<file path="src/rtl/key_mode_ctrl.sv">
// Key front-end for the LED chaser: synchronises and debounces three buttons,
// steps the 2-bit pattern select, and generates a pausable step-enable pulse.
module key_mode_ctrl #(
    parameter int DB_CYCLES  = 20,
    parameter int DIV_CYCLES = 8,
    parameter int DB_W       = 20,
    parameter int DIV_W      = 24
) (
    input  logic       clk,
    input  logic       rst,
    input  logic       key_next,
    input  logic       key_prev,
    input  logic       key_pause,
    output logic [1:0] sel,
    output logic       step_en,
    output logic       mode_chg,
    output logic       paused
);

    localparam int NK        = 3;
    localparam int KEY_NEXT  = 0;
    localparam int KEY_PREV  = 1;
    localparam int KEY_PAUSE = 2;

    logic [NK-1:0]    key_raw;
    logic [NK-1:0]    press;
    logic [1:0]       sel_reg;
    logic             step_en_reg;
    logic             mode_chg_reg;
    logic             paused_reg;
    logic [DIV_W-1:0] div_cnt_reg;
    logic [1:0]       sel_fwd;
    logic [1:0]       sel_back;
    logic             sel_step;

    assign key_raw = {key_pause, key_prev, key_next};

    genvar gi;
    generate
        for (gi = 0; gi < NK; gi++) begin : g_key
            logic            sync1_reg;
            logic            sync2_reg;
            logic            level_reg;
            logic            press_reg;
            logic [DB_W-1:0] cnt_reg;

            always_ff @(posedge clk or negedge rst) begin
                if (!rst) begin
                    sync1_reg <= 1'b1;
                    sync2_reg <= 1'b1;
                    level_reg <= 1'b1;
                    press_reg <= 1'b0;
                    cnt_reg   <= '0;
                end else begin
                    sync1_reg <= key_raw[gi];
                    sync2_reg <= sync1_reg;
                    press_reg <= 1'b0;
                    // Level only moves after DB_CYCLES consecutive mismatching samples.
                    if (sync2_reg != level_reg) begin
                        if (cnt_reg == DB_W'(DB_CYCLES - 1)) begin
                            level_reg <= sync2_reg;
                            cnt_reg   <= '0;
                            press_reg <= ~sync2_reg;
                        end else begin
                            cnt_reg <= cnt_reg + DB_W'(1);
                        end
                    end else begin
                        cnt_reg <= '0;
                    end
                end
            end

            assign press[gi] = press_reg;
        end
    endgenerate

    always_comb begin
        sel_fwd  = 2'b00;
        sel_back = 2'b00;
        case (sel_reg)
            2'b00: begin sel_fwd = 2'b01; sel_back = 2'b10; end
            2'b01: begin sel_fwd = 2'b10; sel_back = 2'b00; end
            2'b10: begin sel_fwd = 2'b00; sel_back = 2'b01; end
            default: begin sel_fwd = 2'b00; sel_back = 2'b00; end
        endcase
    end

    // Simultaneous next and prev cancel each other out.
    assign sel_step = press[KEY_NEXT] ^ press[KEY_PREV];

    always_ff @(posedge clk or negedge rst) begin
        if (!rst) begin
            sel_reg      <= 2'b00;
            step_en_reg  <= 1'b0;
            mode_chg_reg <= 1'b0;
            paused_reg   <= 1'b0;
            div_cnt_reg  <= '0;
        end else begin
            mode_chg_reg <= sel_step;
            if (sel_step) begin
                sel_reg <= press[KEY_NEXT] ? sel_fwd : sel_back;
            end
            if (press[KEY_PAUSE]) begin
                paused_reg <= ~paused_reg;
            end
            // A mode change restarts the step period from zero.
            if (sel_step) begin
                div_cnt_reg <= '0;
                step_en_reg <= 1'b0;
            end else if (paused_reg) begin
                step_en_reg <= 1'b0;
            end else begin
                step_en_reg <= (div_cnt_reg == DIV_W'(DIV_CYCLES - 1));
                if (div_cnt_reg == DIV_W'(DIV_CYCLES - 1)) begin
                    div_cnt_reg <= '0;
                end else begin
                    div_cnt_reg <= div_cnt_reg + DIV_W'(1);
                end
            end
        end
    end

    assign sel      = sel_reg;
    assign step_en  = step_en_reg;
    assign mode_chg = mode_chg_reg;
    assign paused   = paused_reg;

endmodule

</file>
<file path="config.mk">
export PLATFORM = sky130hd
export DESIGN_NAME = key_mode_ctrl
export DESIGN_NICKNAME = d
export VERILOG_FILES = /design/src/rtl/key_mode_ctrl.sv
export SDC_FILE = /design/constraint.sdc
export NUM_CORES = 1
export LEC_CHECK = 0
export CELL_PAD_IN_SITES_DETAIL_PLACEMENT = 0
export CELL_PAD_IN_SITES_GLOBAL_PLACEMENT = 1
export CORE_MARGIN = 10
export CORE_UTILIZATION = 45
export CTS_CLUSTER_DIAMETER = 50
export DETAILED_ROUTE_END_ITERATION = 10
export PLACE_DENSITY = 0.79
export REMOVE_ABC_BUFFERS = 1
export SYNTH_ARGS = -nofsm -noshare
export SYNTH_HDL_FRONTEND = slang
export SYNTH_SLANG_ARGS = --single-unit
</file>
<file path="constraint.sdc">
create_clock -name clk -period 5.7 [get_ports clk]
set_clock_uncertainty 0.2 [all_clocks]
set_input_delay 1.14 -clock clk [delete_from_list [all_inputs] [get_ports clk]]
set_output_delay 1.14 -clock clk [all_outputs]
set_load 0.01 [all_outputs]
</file>
==> impl_metrics.ini <==
[route]
vias = 4338
postRouteAntennaNets = 0
wire_per_inst_um = 15.9
drc = 0
dr.first_iter.drc_count = 466
wirelength_um = 11400
routed_via_density = 6.04
first_pass_iters = 5

[synthesis]
ys.flop_type = dfrtp_1
ys_warn_count = 0
synth-edff-count = 0
ys_seq_area_share_pct = 47.7
synth_top_area_cell = dfrtp_1
ys_seq_elements = 101
synth_top_area_share_pct = 43.3
synth_area_leaders = dfrtp_1 (43%), dfstp_2 (4.4%), xnor2_1 (4.4%), nand3_1 (3.7%), nor2_1 (3.7%)
syn_area_per_cell_um2 = 9.30
syn_area_um2 = 5320
synth_cell_types = 49
synthArstFlopShare_pct = 100
synthCells = 572

[layout]
layout-drive-gt1-share_pct = 8.17
mostFrequentLayoutCells = dfrtp_1 (92), nor2_1 (52), nand2_1 (42), nand3_1 (39), a21oi_1 (31)
syn2layout_area_growth_pct = 9.76
final_common_cell = dfrtp_1
diodes = 0
largest_reg_flops = 60
nets = 579

[clock_network]
insertion_delay_ps = 360
clockBufferDepth = 2
ctsHoldBuffers = 0
cts_resized = 0
clkSlewWorstSetupHoldPaths_ps = 70
cts_buffers = 9
tritoncts = built
cts.sinks = 101
cts_root_buf = clkbuf_16
htreeDepth = 3
post_cts_buffers = 0

[critical_path]
crit_chain = clkdlybuf4s50_1
slowest_delay_ps = 610
crit_required_ps = 4360
critPathBufInv = 1
path_class = reg2out
arrival_ps = 1410
startpoint_type = flop
crit_family = buffers and inverters
end_kind = primary output
slowest_stage = clkdlybuf4s50_1
worst-path-max-fanout = 6

[timing]
fmax_mhz = 364
holdWs_ps = 157
min_period_ps = 2750
setup_viol = 0
post-route-period-util_pct = 48.2
maxSlewHeadroom_pct = 39.0
final.setup.tns_ps = 0
rsz0062_at_grt = no
hold_viol_final = 0
worst_pin_slew_ps = 906
slew_viol_final = 0
worst_slack_ps = 2950

[pwr]
p_per_area_nw_per_um2 = 243
power_mw = 1.42
p_leak_nw = 2.33
ir_drop_uv = 220

[floorplanning]
initial_core_util_pct = 46.2
core_um2 = 11500
rows = 39
die_w_um = 129
pin_count = 10
dieArea_um2 = 16600
die_height_um = 129

[hold_path]
hold_path.class = reg2reg

[placed_design]
portBuffers = 9
dp_hpwl_um = 7680
dp_slack_ps = 3160
gp_congestion = 0.832

[global_route]
grt.total_usage_pct = 14.5
antenna_found_initial = 0
grt.overflow.total = 0
grt_first_pass_wirelength_um = 19800
grt_pass1_vias = 4173
grt_max_degree = 61

[run]
drv_cap = 0

[run_status]
status = completed
[Yosys cell counts, drive strengths merged (12+ instances only)]
| cell | n |
|---|---|
| nand3 | 39 |
| or4 | 27 |
| nor2 | 52 |
| dfrtp | 92 |
| nor3 | 25 |
| a21oi | 31 |
| xnor2 | 27 |
| nand4 | 27 |
| clkbuf | 23 |
| nand2 | 43 |
| inv | 18 |
| or3 | 14 |
| o21ai | 14 |
| nor4 | 29 |
| o31ai | 16 |
| xor2 | 12 |
[kinds of logic (layout without fill, tap and decap cells)]
logic type               Yosys count  count (layout)  synth area share [%]
multiplexers                       6               6                  1.20
adder cells (fa/ha/maj)            4               4                 0.941
AND/OR/NAND/NOR                  290             290                  29.8
AO/OA/AOI/OAI                     86              86                  10.6
buffers and inverters             46              49                  3.34
flip-flops                       101             101                  47.7
XOR/XNOR                          39              39                  6.42
[layer usage]
| layer | global-route usage [%] | up-vias | wire, um |
|---|---|---|---|
| met2 | 23.5 | 64 | 5380 |
| li1 | - | 2125 | - |
| met1 | 18.3 | 2137 | 5370 |
| met3 | 4.02 | 12 | 487 |
| met4 | 5.35 | 0 | 163 |
| met5 | 0 | - | 0 |
[final timing paths]
path | slack, ps | endpoint | start | cells past startpoint
max | 2950 | sel[1] | sel[1] | 1
min | 160 | g_key[2].sync2_reg | g_key[2].sync1_reg | 0
max reg2reg | 3220 | g_key[1].cnt_reg[13] | g_key[1].cnt_reg[7] | 5
min reg2reg | 160 | g_key[2].sync2_reg | g_key[2].sync1_reg | 0
max in group asynchronous | 3620 | g_key[2].sync2_reg | rst | 2
min in group asynchronous | 660 | div_cnt_reg[13] | rst | 1
[metrics by stage]
step	utilization, %	instances	area [um^2]
6_report	50.7	718	5840
5_1_grt	50.7	718	5840
4_1_cts	50.7	718	5840
3_5_place_dp	48.0	702	5520
3_3_place_gp	48.0	702	5520
2_1_floorplan	-	544	5210
[worst register-to-register path, stage by stage, from the launching register on]
cell and delay [ps]:
dfrtp_1 450, nor4_1 440, nand4_1 170, o41ai_2 750, buf_4 300, a21oi_1 50
[layout make-up]
class	instances	area, um^2
Fill cell	1046	5680
Multi-Input combinational cell	425	2610
Sequential cell	101	2540
Clock buffer	11	253
Tap cell	143	179
Timing Repair Buffer	15	133
Inverter	18	67.6
Clock inverter	5	65.1
[power breakdown]
| part | switching (mW) | internal [mW] | total, mW |
|---|---|---|---|
| combinational | 0.0271 | 0.0111 | 0.0382 |
| clock | 0.277 | 0.370 | 0.647 |
| sequential | 0.00692 | 0.725 | 0.732 |
| total | 0.311 | 1.11 | 1.42 |
No activity file was read; power rests on OpenSTA's default activity.
